### src/rtl/umem_pkg.sv
// umem_pkg: shared types and address-slice constants for the unified memory arbiter
package umem_pkg;
  typedef enum logic [1:0] {
    OWN_NONE = 2'd0,
    OWN_IF   = 2'd1,
    OWN_D    = 2'd2
  } rsp_own_t;
  localparam int WORD_LSB = 2;
endpackage

### src/rtl/umem_arb_sel.sv
// umem_arb_sel: one-hot priority select, write > forced fetch > data read > fetch
module umem_arb_sel (
  input  logic if_req,
  input  logic d_re,
  input  logic d_we,
  input  logic starve,
  output logic if_gnt,
  output logic d_rgnt,
  output logic d_wgnt
);
  logic force_if;
  // fetch only jumps ahead of data reads once starved; writes always win
  always_comb begin
    force_if = starve & if_req;
    d_wgnt = d_we;
    d_rgnt = ~d_we & d_re & ~force_if;
    if_gnt = ~d_we & if_req & (force_if | ~d_re);
  end
endmodule

### src/rtl/unified_mem_arbiter.sv
// unified_mem_arbiter: shares one single-port SRAM between fetch and data ports
module unified_mem_arbiter
  import umem_pkg::*;
#(
  parameter int ADDR_W = 14,
  parameter int STARVE_MAX = 4
) (
  input  logic              clk,
  input  logic              rst,
  input  logic              if_req,
  input  logic [31:0]       if_addr,
  input  logic              if_flush,
  output logic              if_gnt,
  output logic              if_rvalid,
  output logic [31:0]       if_rdata,
  input  logic              d_re,
  input  logic [31:0]       d_raddr,
  output logic              d_rgnt,
  input  logic              d_we,
  input  logic [31:0]       d_waddr,
  input  logic [31:0]       d_wdata,
  input  logic [3:0]        d_wstrb,
  output logic              d_wgnt,
  output logic              d_rvalid,
  output logic [31:0]       d_rdata,
  output logic              ram_en,
  output logic [3:0]        ram_we,
  output logic [ADDR_W-1:0] ram_addr,
  output logic [31:0]       ram_wdata,
  input  logic [31:0]       ram_rdata
);
  localparam int CW = (STARVE_MAX < 1) ? 1 : $clog2(STARVE_MAX + 1);
  localparam logic [CW-1:0] SMAX = CW'(STARVE_MAX);
  rsp_own_t rsp_own;
  logic [CW-1:0] starve_cnt;
  logic starve;
  logic unused_addr_bits;
  assign starve = starve_cnt == SMAX;
  assign unused_addr_bits = ^{if_addr[31:ADDR_W+WORD_LSB], if_addr[WORD_LSB-1:0],
                              d_raddr[31:ADDR_W+WORD_LSB], d_raddr[WORD_LSB-1:0],
                              d_waddr[31:ADDR_W+WORD_LSB], d_waddr[WORD_LSB-1:0]};
  umem_arb_sel u_sel (
    .if_req (if_req & ~rst),
    .d_re   (d_re & ~rst),
    .d_we   (d_we & ~rst),
    .starve (starve),
    .if_gnt (if_gnt),
    .d_rgnt (d_rgnt),
    .d_wgnt (d_wgnt)
  );
  // SRAM port follows whichever requester holds the grant
  always_comb begin
    ram_en = if_gnt | d_rgnt | d_wgnt;
    ram_we = d_wgnt ? d_wstrb : 4'b0000;
    ram_wdata = d_wdata;
    ram_addr = d_wgnt ? d_waddr[ADDR_W+WORD_LSB-1:WORD_LSB] :
               d_rgnt ? d_raddr[ADDR_W+WORD_LSB-1:WORD_LSB] :
                        if_addr[ADDR_W+WORD_LSB-1:WORD_LSB];
    if_rvalid = (rsp_own == OWN_IF) & ~if_flush;
    d_rvalid = rsp_own == OWN_D;
    if_rdata = ram_rdata;
    d_rdata = ram_rdata;
  end
  // remember who owns next cycle's read data; writes and idle produce none
  always_ff @(posedge clk) begin
    if (rst) rsp_own <= OWN_NONE;
    else rsp_own <= if_gnt ? OWN_IF : d_rgnt ? OWN_D : OWN_NONE;
  end
  // count consecutive refused fetch cycles, saturating at the force threshold
  always_ff @(posedge clk) begin
    if (rst || !if_req || if_gnt) starve_cnt <= '0;
    else if (!starve) starve_cnt <= starve_cnt + 1'b1;
  end
endmodule

### config.mk
export PLATFORM = sky130hd
export DESIGN_NAME = unified_mem_arbiter
export DESIGN_NICKNAME = d
export VERILOG_FILES = /design/src/rtl/umem_pkg.sv /design/src/rtl/umem_arb_sel.sv /design/src/rtl/unified_mem_arbiter.sv
export SDC_FILE = /design/constraint.sdc
export NUM_CORES = 1
export LEC_CHECK = 0
export CORE_AREA = 2 2 113 115
export CTS_BUF_LIST = sky130_fd_sc_hd__clkbuf_8
export CTS_CLUSTER_DIAMETER = 80
export CTS_CLUSTER_SIZE = 8
export DETAILED_ROUTE_END_ITERATION = 12
export DIE_AREA = 0 0 115 117
export GPL_TIMING_DRIVEN = 0
export PLACE_DENSITY = 0.52
export REMOVE_ABC_BUFFERS = 1
export SYNTH_ARGS = -nofsm -noshare
export SYNTH_HDL_FRONTEND = slang
export SYNTH_SLANG_ARGS = --single-unit
export TNS_END_PERCENT = 10
### constraint.sdc
create_clock -name clk -period 1.6 [get_ports clk]
set_input_delay 0.16 -clock clk [delete_from_list [all_inputs] [get_ports clk]]
set_output_delay 0.16 -clock clk [all_outputs]
set_load 0.1 [all_outputs]
After elaboration in Yosys (flattened, before gate mapping)
Index checks and enable logic that the tools add are counted.
{"block": "totals", "reg_bits": 5, "latchBits": 0, "ram_bits": 0, "rom_bits": 0, "input_bits": 170, "output_inout_bits": 120, "memories": 0}
{"block": "op_classes", "add_sub_neg": 1, "n_mul": 0, "div_mod_pow": 0, "n_lt_le_gt_ge": 0, "n_eq_ne": 3, "shift": 0, "muxes": 5, "bitwise_logic": 17, "n_reduce_logical": 4}
{"operator": "14-bit 2-to-1 mux", "n": 2}
{"operator": "1-bit AND", "n": 9}
{"operator": "1-bit NOT", "n": 5}
{"operator": "4-bit 2-to-1 mux", "n": 1}
{"operator": "3-bit by 1-bit adder with 3-bit output, second input constant", "n": 1}
{"operator": "3-bit == test, second input constant", "n": 1}
{"operator": "1-bit bitwise OR", "n": 3}
{"operator": "2-bit by 1-bit == test with 1-bit output, second input constant", "n": 1}
{"operator": "2-bit == test, second input constant", "n": 1}
{"operator": "1-bit logical OR", "n": 2}
{"operator": "2-bit 2-to-1 mux", "n": 1}
{"operator": "2-bit OR reduction", "n": 1}
{"operator": "1-bit logical NOT", "n": 1}
{"operator": "1-bit 2-to-1 mux", "n": 1}

Depth between registers and ports, before layout
{"block": "logic_depth", "ltp_word": 7, "ltp_mapped": 7, "mapped_depth_nobuf": 5}

Cells and area by module
Synthesis repeated with hierarchy kept, for this count alone.
{"block": "unflattened", "cells_unflattened": 180, "hier_area_um2": 1353.8}
{"module": "unified_mem_arbiter", "instances": 1, "cells_each": 175, "area_per_inst_um2": 1316.3, "seq_area_each_um2": 100.1}
{"module": "umem_arb_sel", "instances": 1, "cells_each": 5, "area_per_inst_um2": 37.5, "seq_area_each_um2": 0.0}

Worst setup path after synthesis
OpenSTA, ideal clock, no wires.
{"block": "synth_timing", "path_kind": "register to output", "from": "register starve_cnt[0]", "to": "output port ram_addr[0]", "arrival_ps": 2505, "setup_slack_ps": -1065, "stages_incl_launch_ff": 7, "n_path_buf": 1, "path_cell_list": "dfxtp_1 inv_1 ha_1 nand3_2 and3_1 buf_6 o211ai_1"}
{"block": "synth_via", "elab_chain_cells": 6}
{"element": "start: declaration", "line_no": "unified_mem_arbiter.sv:35", "source": "logic [CW-1:0] starve_cnt;"}
{"element": "start signal: assignment", "line_no": "unified_mem_arbiter.sv:72", "source": "else if (!starve) starve_cnt <= starve_cnt + 1'b1;"}
{"element": "3-bit == test", "line_no": "unified_mem_arbiter.sv:38", "source": "assign starve = starve_cnt == SMAX;"}
{"element": "1-bit AND", "line_no": "umem_arb_sel.sv:14", "source": "force_if = starve & if_req;"}
{"element": "1-bit NOT", "line_no": "umem_arb_sel.sv:16", "source": "d_rgnt = ~d_we & d_re & ~force_if;"}
{"element": "1-bit AND", "line_no": "umem_arb_sel.sv:16"}
{"element": "14-bit 2-to-1 mux", "line_no": "unified_mem_arbiter.sv:57", "source": "d_rgnt ? d_raddr[ADDR_W+WORD_LSB-1:WORD_LSB] :"}
{"element": "14-bit 2-to-1 mux", "line_no": "unified_mem_arbiter.sv:56", "source": "ram_addr = d_wgnt ? d_waddr[ADDR_W+WORD_LSB-1:WORD_LSB] :"}
{"element": "end: declaration", "line_no": "unified_mem_arbiter.sv:28", "source": "output logic [ADDR_W-1:0] ram_addr,"}
No other way between the ends.

Worst setup path after layout
{"block": "layout_timing", "from": "register starve_cnt[1]", "to": "output port ram_addr[2]"}
The elaborated chain is that of the path after synthesis.

==> impl_results.md <==
* Post-synthesis instance total at 200
* Final Util at 14.86%
* Post-DP Area at 1577 µm²
* Initial DRC count at 95
* Fin Clk Skew at 1.779 ps
* Static Leak at 0.7116 nW
* Slew of the pin with the lowest slew margin at about 550 ps
* Reg2reg path depth at 5
* Distinct cells, synth at 26
* Warning count from the yosys run at 0
* Worst r2r src: starve_cnt[0]$_SDFFE_PP0N_
* Critical R2R Capture: starve_cnt[2]$_SDFFE_PP0N_
* Seq cells post-synth at 5
* Required time of the critical path at 1440 ps
* Final WS setup at -228.1 ps
* Hold slack at 320.1 ps
* Core Region at 12310 µm²
* Max-Cap Viols at 0
* Netlist Area Pre-Place at 1411 µm²
* Final instance area at about 1800 µm²
* CTS Sinks at 5
* Clock Latency Late Sink at 220 ps
* Largest net degree at the start of global routing at 20
* Worst Hold Class: input port to output port
* Relative slew margins at 63.68%
* Die width at 115 µm
* Period utilization at 114.3%
* Final Setup Violations at 19
* Min-Delay Endpoint: if_rdata[16]
* Routed WL at ~15000 µm
* Final HPWL DP at roughly 13000 µm
* Initial antenna violation count at 0
* Layout cells sized above 1 at 32.09%
* Fin. Hold Viols at 0
* Max Transition Viols Final at 0
* Vias/cell at 3.878
* Failing checks: negative setup slack
* DRT antenna net count at 0
* Mean post-synth cell area at between 7 and 8 µm²
* CP arrival at roughly 1700 ps
* Fill cells at about 1.4k
* Fraction of the yosys area taken by sequential cells at 7.092%
* Delay of the slowest critical-path stage at 310 ps
* Routed wire per std cell at between 40 and 50 µm
* I/O Buffers at 75
* CP endpoint kind: output port
* Via count at 1307
* CTS Buf Count at 3
* Register area at 102.6 µm²
* Setup_tns at -3022 ps
* Die area at 13460 µm²
* Longest Clk Path Bufs at 2
* Status: finished with violations
* Area Overhead vs Synth at 29.61%
* DR DRC count at 0
* Reg clk slew, reported paths at 30 ps
* CP Class: flip-flop to output port
* GPL Wtd Cong at 0.8808
* Tmin final at about 1800 ps
* CTS Root Cell: clkbuf_8
* Critical-path cell list: inv_2, ha_4, nand3_4, and3_4, o211ai_1, buf_6
* CP startpoint kind: flip-flop
* Rows at 41
* Multi-input gate area at 593.1 µm²
* Max H-tree Level at 1
* Gr ovfl total at 0
* I/O pin total at 290
* Initial Utilization at 11.46%
* Vias in the first global route at 1221
* Power Density at 614.0 nW/µm²
* Hold_buf cts at 0
* Worst R2R Setup Slack at 320 ps
* N_diodes at 0
* WHS Path Cells at 0
* CTS tree: yes
* Final #Nets at 360
* RSZ-0062 raised after global routing: yes
* Drt pass-1 iters at 4
* First-pass GRT wire length at 17070 µm
* Slowest CP cell: dfxtp_2
* Total GRT Usage at 21.09%
* Max VDD drop at 277.6 µV
* Die Ht at 117 µm
* Top fanout value on the critical path at 8
* Fmax at 547.0 MHz
* Hold Crit Start: ram_rdata[16]
[final cells by class]
type | count | share of cell area [%]
Clock inverter | 1 | 0.2052
Timing Repair Buffer | 86 | 48.36
Clock buffer | 3 | 2.257
Sequential cell | 5 | 5.609
Inverter | 3 | 0.8892
Multi-Input combinational cell | 89 | 32.42
Tap cell | 150 | 10.26
[critical path: cells and delay by family, from the launching register on]
kind | cells | cell delay (ps)
buffers and inverters | 2 | 320
AND/OR/NAND/NOR | 2 | 420
AO/OA/AOI/OAI | 1 | 220
adder cells (fa/ha/maj) | 1 | 160
flip-flops | 1 | 310
[cell families (layout without fill, tap and decap cells)]
| kind of cell | after synthesis | in the layout | share of synthesized area (%) |
|---|---|---|---|
| buffers and inverters | 108 | 93 | 55.58 |
| and+or+nand+nor | 66 | 68 | 22.69 |
| AOI/OAI and AO/OA | 18 | 18 | 12.23 |
| DFF | 5 | 5 | 7.092 |
| adders and majority gates | 2 | 2 | 1.773 |
| xor gates and xnor gates | 1 | 1 | 0.6207 |
[layer usage]
metal | part of all wire (%) | vias up | wire length, µm | track usage [%]
met4 | 7.5 | 0 | 1121 | 13.17
met1 | 17 | 545 | 2486 | 9.823
met5 | 0 | - | 0 | 4.444
met3 | 24 | 42 | 3547 | 23.43
li1 | - | 539 | - | -
met2 | 52 | 181 | 7772 | 39.14
[state kept, by name, indices dropped and copies added, names as in the netlist]
signal / cells
starve_cnt: 3
rsp_own: 2
[worst max path at each step]
stage,cells after the start,slack (ps),endpoint,startpoint
finish,6,-230,ram_addr[2],starve_cnt[1]$_SDFFE_PP0N_
global route,6,-310,ram_addr[2],starve_cnt[1]$_SDFFE_PP0N_
CTS,6,-250,ram_addr[2],starve_cnt[1]$_SDFFE_PP0N_
detailed placement,4,-2150,d_rgnt,rst
global placement,4,-2120,d_rgnt,rst
floorplan,5,-1820,ram_addr[0],starve_cnt[0]$_SDFFE_PP0N_
[cells in the final DEF (no fill, tap or decap), drive strengths merged]
cell type,n
clkdlybuf4s50,47
nand2,33
buf,33
nand4,14
o211ai,14
nor2,6
dfxtp,5
and2,4
inv,4
clkbuf,3
and3,3
nor2b,2
o21ai,2
dlygate4sd2,2
clkdlybuf4s15,2
nand2b,2
nand3,2
ha,2
nor3b,1
a21boi,1
a21oi,1
xnor2,1
nor3,1
clkdlybuf4s18,1
dlymetal6s2s,1
[synth_stat cells (all sizes together)]
master    n  area (µm²)
dfxtp     5       100.1
and3      2       12.51
nor3      1       5.000
nor2b     2       12.51
buf     101       758.2
nand3     2       15.01
nor2      6       25.03
nand4    14       87.58
nand2b    1       6.260
clkbuf    4       15.01
and2      4       25.02
xnor2     1       8.760
nand2    33       123.9
ha        2       25.02
a21boi    1       7.510
o21ai     2       10.01
inv       3       11.26
a21oi     1       5.000
o211ai   14       150.2
nor3b     1       7.510
[per-stage QoR]
step | std cells | setup slack [ps] | total power (W)
finish | 337 | -228.1 | 0.001123
detailed placement | 320 | -2152 | 0.0008207
CTS | 337 | -248.7 | 0.001129
global route | 337 | -312.3 | 0.001175
global placement | 320 | -2116 | 0.0008180
floorplan | 95 | -1820 | 0.0005632
[power breakdown]
group / total, W / switching, W / internal, W / leakage, nW
combinational: 0.000763 / 0.000491 / 0.000273 / 0.643
clock: 0.000227 / 0.0000623 / 0.000164 / 0.0269
sequential: 0.000133 / 0.00000324 / 0.000130 / 0.0416
total: 0.00112 / 0.000556 / 0.000567 / 0.712
[what timing repair did]
action                                  CTS  global route
pin swaps                                 8             2
buffers inserted                         11             0
endpoints found under the setup margin   27            21
gates cloned                              2             0
resized for setup                       184             3
No activity file was read; power rests on OpenSTA's default activity.
